--- config.mk ---
export PLATFORM = sky130hd
export DESIGN_NAME = idvr_div
export DESIGN_NICKNAME = d
export VERILOG_FILES = /design/src/rtl/idvr_div.sv
export SDC_FILE = /design/constraint.sdc
export NUM_CORES = 1
export LEC_CHECK = 0
export CORE_MARGIN = 4
export CORE_UTILIZATION = 59
export CTS_CLUSTER_DIAMETER = 60
export DETAILED_ROUTE_END_ITERATION = 10
export PLACE_DENSITY_LB_ADDON = 0.15
export SLEW_MARGIN = 20
export SYNTH_ARGS = -nofsm -noshare
export SYNTH_HDL_FRONTEND = slang
export SYNTH_SLANG_ARGS = --single-unit
--- constraint.sdc ---
create_clock -name CLK -period 8.05 [get_ports CLK]
set_input_delay 1.61 -clock CLK [delete_from_list [all_inputs] [get_ports CLK]]
set_output_delay 1.61 -clock CLK [all_outputs]
set_load 0.1 [all_outputs]
--- src/rtl/idvr_div.sv ---
`default_nettype none
// ============================================================================
// Module   : idvr_div
// Brief    : Multi-cycle restoring divider (signed/unsigned quotient or
//            remainder), one shift-and-subtract step per clock, with a
//            START/BUSY/DONE handshake.
// Options  : IDVR_DIV_EARLY_EN - resolve divide-by-zero and signed overflow
//            on the START edge and report them one cycle later.
// Revision : 1.0 - initial release
// ============================================================================
module idvr_div #(
  parameter int W = 32
) (
  input  logic         CLK,
  input  logic         RST,
  input  logic [W-1:0] I0,
  input  logic [W-1:0] I1,
  input  logic [3:0]   S,
  input  logic         START,
  output logic         BUSY,
  output logic         DONE,
  output logic [W-1:0] O
);

  localparam int CW = $clog2(W);

  typedef enum logic [1:0] {
    IDLE = 2'd0,
    CALC = 2'd1,
    FIX  = 2'd2
  } state_t;

  state_t         state_q, state_d;
  logic [W-1:0]   dvd_q, dvd_d;    // dividend magnitude, becomes quotient magnitude
  logic [W-1:0]   dvs_q, dvs_d;    // divisor magnitude
  logic [W-1:0]   rem_q, rem_d;    // partial remainder
  logic [W-1:0]   orig_q, orig_d;  // dividend as latched, for divide-by-zero remainder
  logic [CW-1:0]  cnt_q, cnt_d;
  logic           rsel_q, rsel_d;  // 1: remainder, 0: quotient
  logic           qneg_q, qneg_d;
  logic           rneg_q, rneg_d;
  logic           dz_q, dz_d;
  logic           ovf_q, ovf_d;
  logic           done_q, done_d;
  logic [W-1:0]   o_q, o_d;

  logic           start_ok;
  logic           op_signed;
  logic           a_neg, b_neg;
  logic           is_dz, is_ovf;
  logic [W:0]     partial;
  logic [W:0]     diff;
  logic [W-1:0]   q_fix, r_fix;

  assign BUSY = (state_q != IDLE);
  assign DONE = done_q;
  assign O    = o_q;

  // Next-state, datapath step and result formation.
  always_comb begin
    state_d = state_q;
    dvd_d   = dvd_q;
    dvs_d   = dvs_q;
    rem_d   = rem_q;
    orig_d  = orig_q;
    cnt_d   = cnt_q;
    rsel_d  = rsel_q;
    qneg_d  = qneg_q;
    rneg_d  = rneg_q;
    dz_d    = dz_q;
    ovf_d   = ovf_q;
    done_d  = 1'b0;
    o_d     = o_q;

    start_ok  = START && (S[3:2] == 2'b01);
    op_signed = ~S[0];
    a_neg     = op_signed & I0[W-1];
    b_neg     = op_signed & I1[W-1];
    is_dz     = (I1 == '0);
    is_ovf    = op_signed && (I0 == {1'b1, {(W-1){1'b0}}}) && (I1 == {W{1'b1}});

    partial = {rem_q, dvd_q[W-1]};
    diff    = partial - {1'b0, dvs_q};

    q_fix = qneg_q ? (~dvd_q + 1'b1) : dvd_q;
    r_fix = rneg_q ? (~rem_q + 1'b1) : rem_q;
    if (dz_q) begin
      q_fix = {W{1'b1}};
      r_fix = orig_q;
    end else if (ovf_q) begin
      q_fix = {1'b1, {(W-1){1'b0}}};
      r_fix = '0;
    end

    case (state_q)
      IDLE: begin
        if (start_ok) begin
          dvd_d   = a_neg ? (~I0 + 1'b1) : I0;
          dvs_d   = b_neg ? (~I1 + 1'b1) : I1;
          rem_d   = '0;
          orig_d  = I0;
          cnt_d   = CW'(W - 1);
          rsel_d  = S[1];
          qneg_d  = a_neg ^ b_neg;
          rneg_d  = a_neg;
          dz_d    = is_dz;
          ovf_d   = is_ovf;
`ifdef IDVR_DIV_EARLY_EN
          state_d = (is_dz || is_ovf) ? FIX : CALC;
`else
          state_d = CALC;
`endif
        end
      end
      CALC: begin
        // Restoring step: keep the difference only when it did not borrow.
        dvd_d = {dvd_q[W-2:0], ~diff[W]};
        rem_d = diff[W] ? partial[W-1:0] : diff[W-1:0];
        if (cnt_q == '0) begin
          state_d = FIX;
        end else begin
          cnt_d = cnt_q - 1'b1;
        end
      end
      FIX: begin
        o_d     = rsel_q ? r_fix : q_fix;
        done_d  = 1'b1;
        state_d = IDLE;
      end
      default: begin
        state_d = IDLE;
      end
    endcase
  end

  // State and datapath registers, cleared asynchronously.
  always_ff @(posedge CLK or posedge RST) begin
    if (RST) begin
      state_q <= IDLE;
      dvd_q   <= '0;
      dvs_q   <= '0;
      rem_q   <= '0;
      orig_q  <= '0;
      cnt_q   <= '0;
      rsel_q  <= 1'b0;
      qneg_q  <= 1'b0;
      rneg_q  <= 1'b0;
      dz_q    <= 1'b0;
      ovf_q   <= 1'b0;
      done_q  <= 1'b0;
      o_q     <= '0;
    end else begin
      state_q <= state_d;
      dvd_q   <= dvd_d;
      dvs_q   <= dvs_d;
      rem_q   <= rem_d;
      orig_q  <= orig_d;
      cnt_q   <= cnt_d;
      rsel_q  <= rsel_d;
      qneg_q  <= qneg_d;
      rneg_q  <= rneg_d;
      dz_q    <= dz_d;
      ovf_q   <= ovf_d;
      done_q  <= done_d;
      o_q     <= o_d;
    end
  end

endmodule
`default_nettype wire

Word-level counts from Yosys, hierarchy flattened
Index checks and enable logic that the tools add are counted.

word-level totals
  word-level logic and storage cells = 69
  register bits = 173
  input bits = 71

operators by class
  bitwise gates (word level) = 9
  multiplexer cells = 21
  eq/ne operators = 8
  reduce and logical (&&, ||, !) cells = 12
  add/sub/neg operators = 6

operators by type and width
  cell                   count
  $mux 32                12
  $add 32x1->32 const B  4
  $not 32->32            4
  $pmux 32 s2            2
  $eq 32x32->1 const B   2
  $sub 33x32->33         1
  $logic_not 32->1       1
  $mux 5                 2
  $pmux 5 s2             1
  $ne 2x2->1 const B     3
  $reduce_and 2->1       3
  $logic_not 5->1        1
  $sub 5x1->5 const B    1
  $eq 2x1->1 const B     2
  $mux 2                 2
  $pmux 2 s2             1
  $reduce_bool 2->1      2
  $logic_and 1x1->1      3
  $reduce_and 3->1       1
  $and 1x1->1            2
  $eq 2x2->1 const B     1
  $logic_not 2->1        1
  $not 1->1              2
  $mux 1                 1
  $xor 1x1->1            1

Depth between registers and ports, before layout
  depth in word-level cells = 6
  mapped depth = 13

Least setup slack after synthesis
OpenSTA, ideal clock, no wires.

  path type = input-to-reg
  start point = in I1[4]
  end point = reg dvs_q[23]
  setup slack = 4134 ps
  required time = 7917 ps
  stages on the path = 8
  path buffers = 0
  arrival time = 3783 ps
  cell sequence = or3_1 > or4_1 > nor4_2 > nand2_1 > or4_1 > o31ai_1 > xor2_1 > o21ai_0

on the way
  longest elaborated chain between the ends = 3

ends and longest elaborated chain
  what                  line  text
  start, declared       17    input logic [W-1:0] I1,
  $not 32->32           99    dvs_d = b_neg ? (~I1 + 1'b1) : I1;
  $add 32x1->32         99
  $mux 32               99
  end signal, assigned  155   dvs_q <= dvs_d;
  end, declared         35    logic [W-1:0] dvs_q, dvs_d;

No other way between the ends.
A chain may end at the register's enable or synchronous reset.

Final worst setup path
  start point = in I1[2]
  end point = reg dvs_q[25]

The elaborated chain is that of the path after synthesis.

==> results.sh <==
export IMPL_status="finished, final reports clean"
export IMPL_clkLatencyLatePin_ps=440
export IMPL_min_period_over_period=0.5355
export IMPL_pin_count=105
export IMPL_netlist_cell_type_count=61
export IMPL_clock_fmax_mhz=232.0
export IMPL_internal_power_w=0.003184
export IMPL_rsz0062_at_grt="false"
export IMPL_total_power_w=0.006538
export IMPL_area_growth_pct=15.19
export IMPL_cp_max_fo=5
export IMPL_syn_inst=1448
export IMPL_antenna_cells=0
export IMPL_ys_ff_latch=173
export IMPL_ys_top_cells_by_count="nand2_1 (242), o21ai_0 (176), dfrtp_1 (173)"
export IMPL_async_flop_share=1.000
export IMPL_tightest_slew_ps=1067
export IMPL_syn_area_mm2=0.01184
export IMPL_postCtsSetupBuffers=0
export IMPL_place_area_mm2=0.01304
export IMPL_grt_use_total=0.3093
export IMPL_hpwlAfterDp_um=24050
export IMPL_max_cap_viol_count=0
export IMPL_gr_total_overflow=0
export IMPL_synth_most_common_cell="nand2_1"
export IMPL_vias_per_cell=6.232
export IMPL_min_period_ps=4310
export IMPL_crit_path_start_kind="input pin"
export IMPL_num_nets_final=1611
export IMPL_p_switching_w=0.003354
export IMPL_port_buffers=104
export IMPL_grt_max_degree=104
export IMPL_hold_buffers=0
export IMPL_synthTopCellsByArea="dfrtp_1 (37%), nand2_1 (7.7%), o21ai_0 (7.4%)"
export IMPL_h_tree_depth=4
export IMPL_rows=51
export IMPL_end_kind="flip-flop"
export IMPL_antenna_found_initial=0
export IMPL_peakVddDrop_mv=0.3353
export IMPL_required_ps=8330
export IMPL_gp_congestion=0.9265
export IMPL_synth_top_flop_cell="dfrtp_1"
export IMPL_synth_area_per_cell_um2=8.173
export IMPL_p_seq_frac=0.265
export IMPL_grt_pass1_wl_um=55480
export IMPL_setup_viol=0
export IMPL_worstPathArrival_ps=4590
export IMPL_die_x_um=149.6
export IMPL_slew_headroom=0.2823
export IMPL_p_comb_frac=0.603
export IMPL_cts_buffers=17
export IMPL_synth_edff_count=0
export IMPL_clkTransAtPathRegs_ps=70
export IMPL_cts_sinks=173
export IMPL_drt_total_wl_um=33970
export IMPL_ys_warn_count=0
export IMPL_root_buffer="clkbuf_16"
export IMPL_crit_type="input pin to flip-flop"
export IMPL_coreArea_mm2=0.01959
export IMPL_first_pass_iters=6
export IMPL_skew_ps=9.042
export IMPL_clockBufferDepth=2
export IMPL_dr_total_vias=11080
export IMPL_p_sw_frac=0.5130
export IMPL_cts_tree="done"
export IMPL_detail_route_wl_per_cell_um=19.10
export IMPL_design_area_mm2=0.01363
export IMPL_slew_viol_final=0
export IMPL_hold_violations=0
export IMPL_synth_area_leader_cell="dfrtp_1"
export IMPL_ctsResizeCount=0
export IMPL_leakagePower_nw=5.621
export IMPL_hold_path_class="flip-flop to flip-flop"
export IMPL_clockPowerShare=0.131
export IMPL_drcViolationCount=0
export IMPL_drt_iter0_drc=952
export IMPL_die_h_um=149.6
export IMPL_die_area_mm2=0.02239
export IMPL_ys_seq_area_frac=0.3658
export IMPL_tns_ps=0
export IMPL_start_util=0.6041
export IMPL_ant_nets=0
export IMPL_power_density_mw_per_mm2=479.6
export IMPL_syn_nets=1559
export IMPL_grt_pass1_vias=10780
export IMPL_synth_top_area_share=0.3658
export IMPL_drive_gt1_frac=0.04759
## kinds of logic (layout without fill, tap and decap cells)
kind of cell               after synthesis  in the layout  share of synthesized area
AOI/OAI and AO/OA                      439            439                     0.2336
and+or+nand+nor                        497            497                     0.1936
xor gates and xnor gates               149            149                     0.1103
muxes                                   11             11                   0.009304
adders and majority gates               40             40                    0.04292
DFF                                    173            173                     0.3658
buffers and inverters                  139            204                    0.04451
## routing by layer
layer | track usage | up-vias | part of all wire
met5 | 0 | - | 0
li1 | - | 5252 | -
met3 | 0.04422 | 77 | 0.059
met2 | 0.5054 | 378 | 0.48
met4 | 0.1071 | 0 | 0.030
met1 | 0.4240 | 5373 | 0.43
## flip-flops by register name, summed over array words and instances, names as in the netlist
register and cells:
DONE 1, O 32, cnt_q 5, dvd_q 32, dvs_q 32, dz_q 1, orig_q 32, ovf_q 1
qneg_q 1, rem_q 32, rneg_q 1, rsel_q 1, state_q 2
## through the flow
step / instances / hold WS (ps) / util / worst slack (ps)
6_report: 1778 / 472.8 / 0.6959 / 3740
5_1_grt: 1778 / 496.0 / 0.6959 / 3503
4_1_cts: 1778 / 475.0 / 0.6959 / 3762
3_3_place_gp: 1746 / 457.4 / 0.6655 / 3406
2_1_floorplan: 1448 / 440.4 / - / 1752
3_5_place_dp: 1746 / 458.7 / 0.6655 / 3297
## final timing paths
path / start / depth (start not counted) / slack [ps] / end
worst min-delay path: orig_q[12] / 2 / 470 / orig_q[12]
worst max register to register: rem_q[4] / 10 / 4240 / rem_q[27]
worst max-delay path: I1[2] / 9 / 3740 / dvs_q[25]
min in group asynchronous: RST / 2 / 1780 / dvs_q[2]
max in group asynchronous: RST / 3 / 4760 / O[25]
worst min register to register: orig_q[12] / 2 / 470 / orig_q[12]
## final cells by class
class	count	area, um2
Clock buffer	18	439.2
Clock inverter	14	157.7
Fill cell	1639	5957
Inverter	54	207.7
Multi-Input combinational cell	1136	7022
Sequential cell	173	4329
Tap cell	265	331.6
Timing Repair Buffer	118	1146
## worst max-delay path, stage by stage
cell	delay (ps)
clkdlybuf4s50_1	490
or3_1	430
or4_1	480
nor4_2	370
nand2_1	130
or4_1	540
o31ai_1	280
xor2_1	170
o21ai_0	90
## placed cells by master, fill, tap and decap left out, types with 12 or more instances in the layout
cell type | Yosys | final
nor3_1 | 24 | 23
nand2_1 | 242 | 242
clkdlybuf4s50_1 | 0 | 104
o31ai_1 | 33 | 33
a21oi_1 | 78 | 78
nor4_1 | 14 | 14
inv_1 | 53 | 52
nand3_1 | 37 | 37
o211ai_1 | 24 | 24
ha_1 | 39 | 39
a21o_1 | 13 | 13
buf_4 | 0 | 14
dfrtp_1 | 173 | 173
nand4_1 | 14 | 14
or3_1 | 13 | 12
clkbuf_16 | 0 | 17
nor2_1 | 76 | 75
nor2b_1 | 14 | 13
nand2b_1 | 21 | 21
xnor2_1 | 72 | 72
xor2_1 | 77 | 77
or4_1 | 14 | 14
o21ai_0 | 176 | 176
a22oi_1 | 31 | 31
a221oi_1 | 13 | 13
## power groups by stage
stage | clock [W] | sequential, W | combinational, W
floorplan | 0 | 0.00215 | 0.00249
global placement | 0 | 0.00172 | 0.00382
CTS | 0.000862 | 0.00172 | 0.00392
finish | 0.000859 | 0.00174 | 0.00394
global route | 0.000904 | 0.00178 | 0.00434
detailed placement | 0 | 0.00173 | 0.00388
No activity file was read; power rests on OpenSTA's default activity.
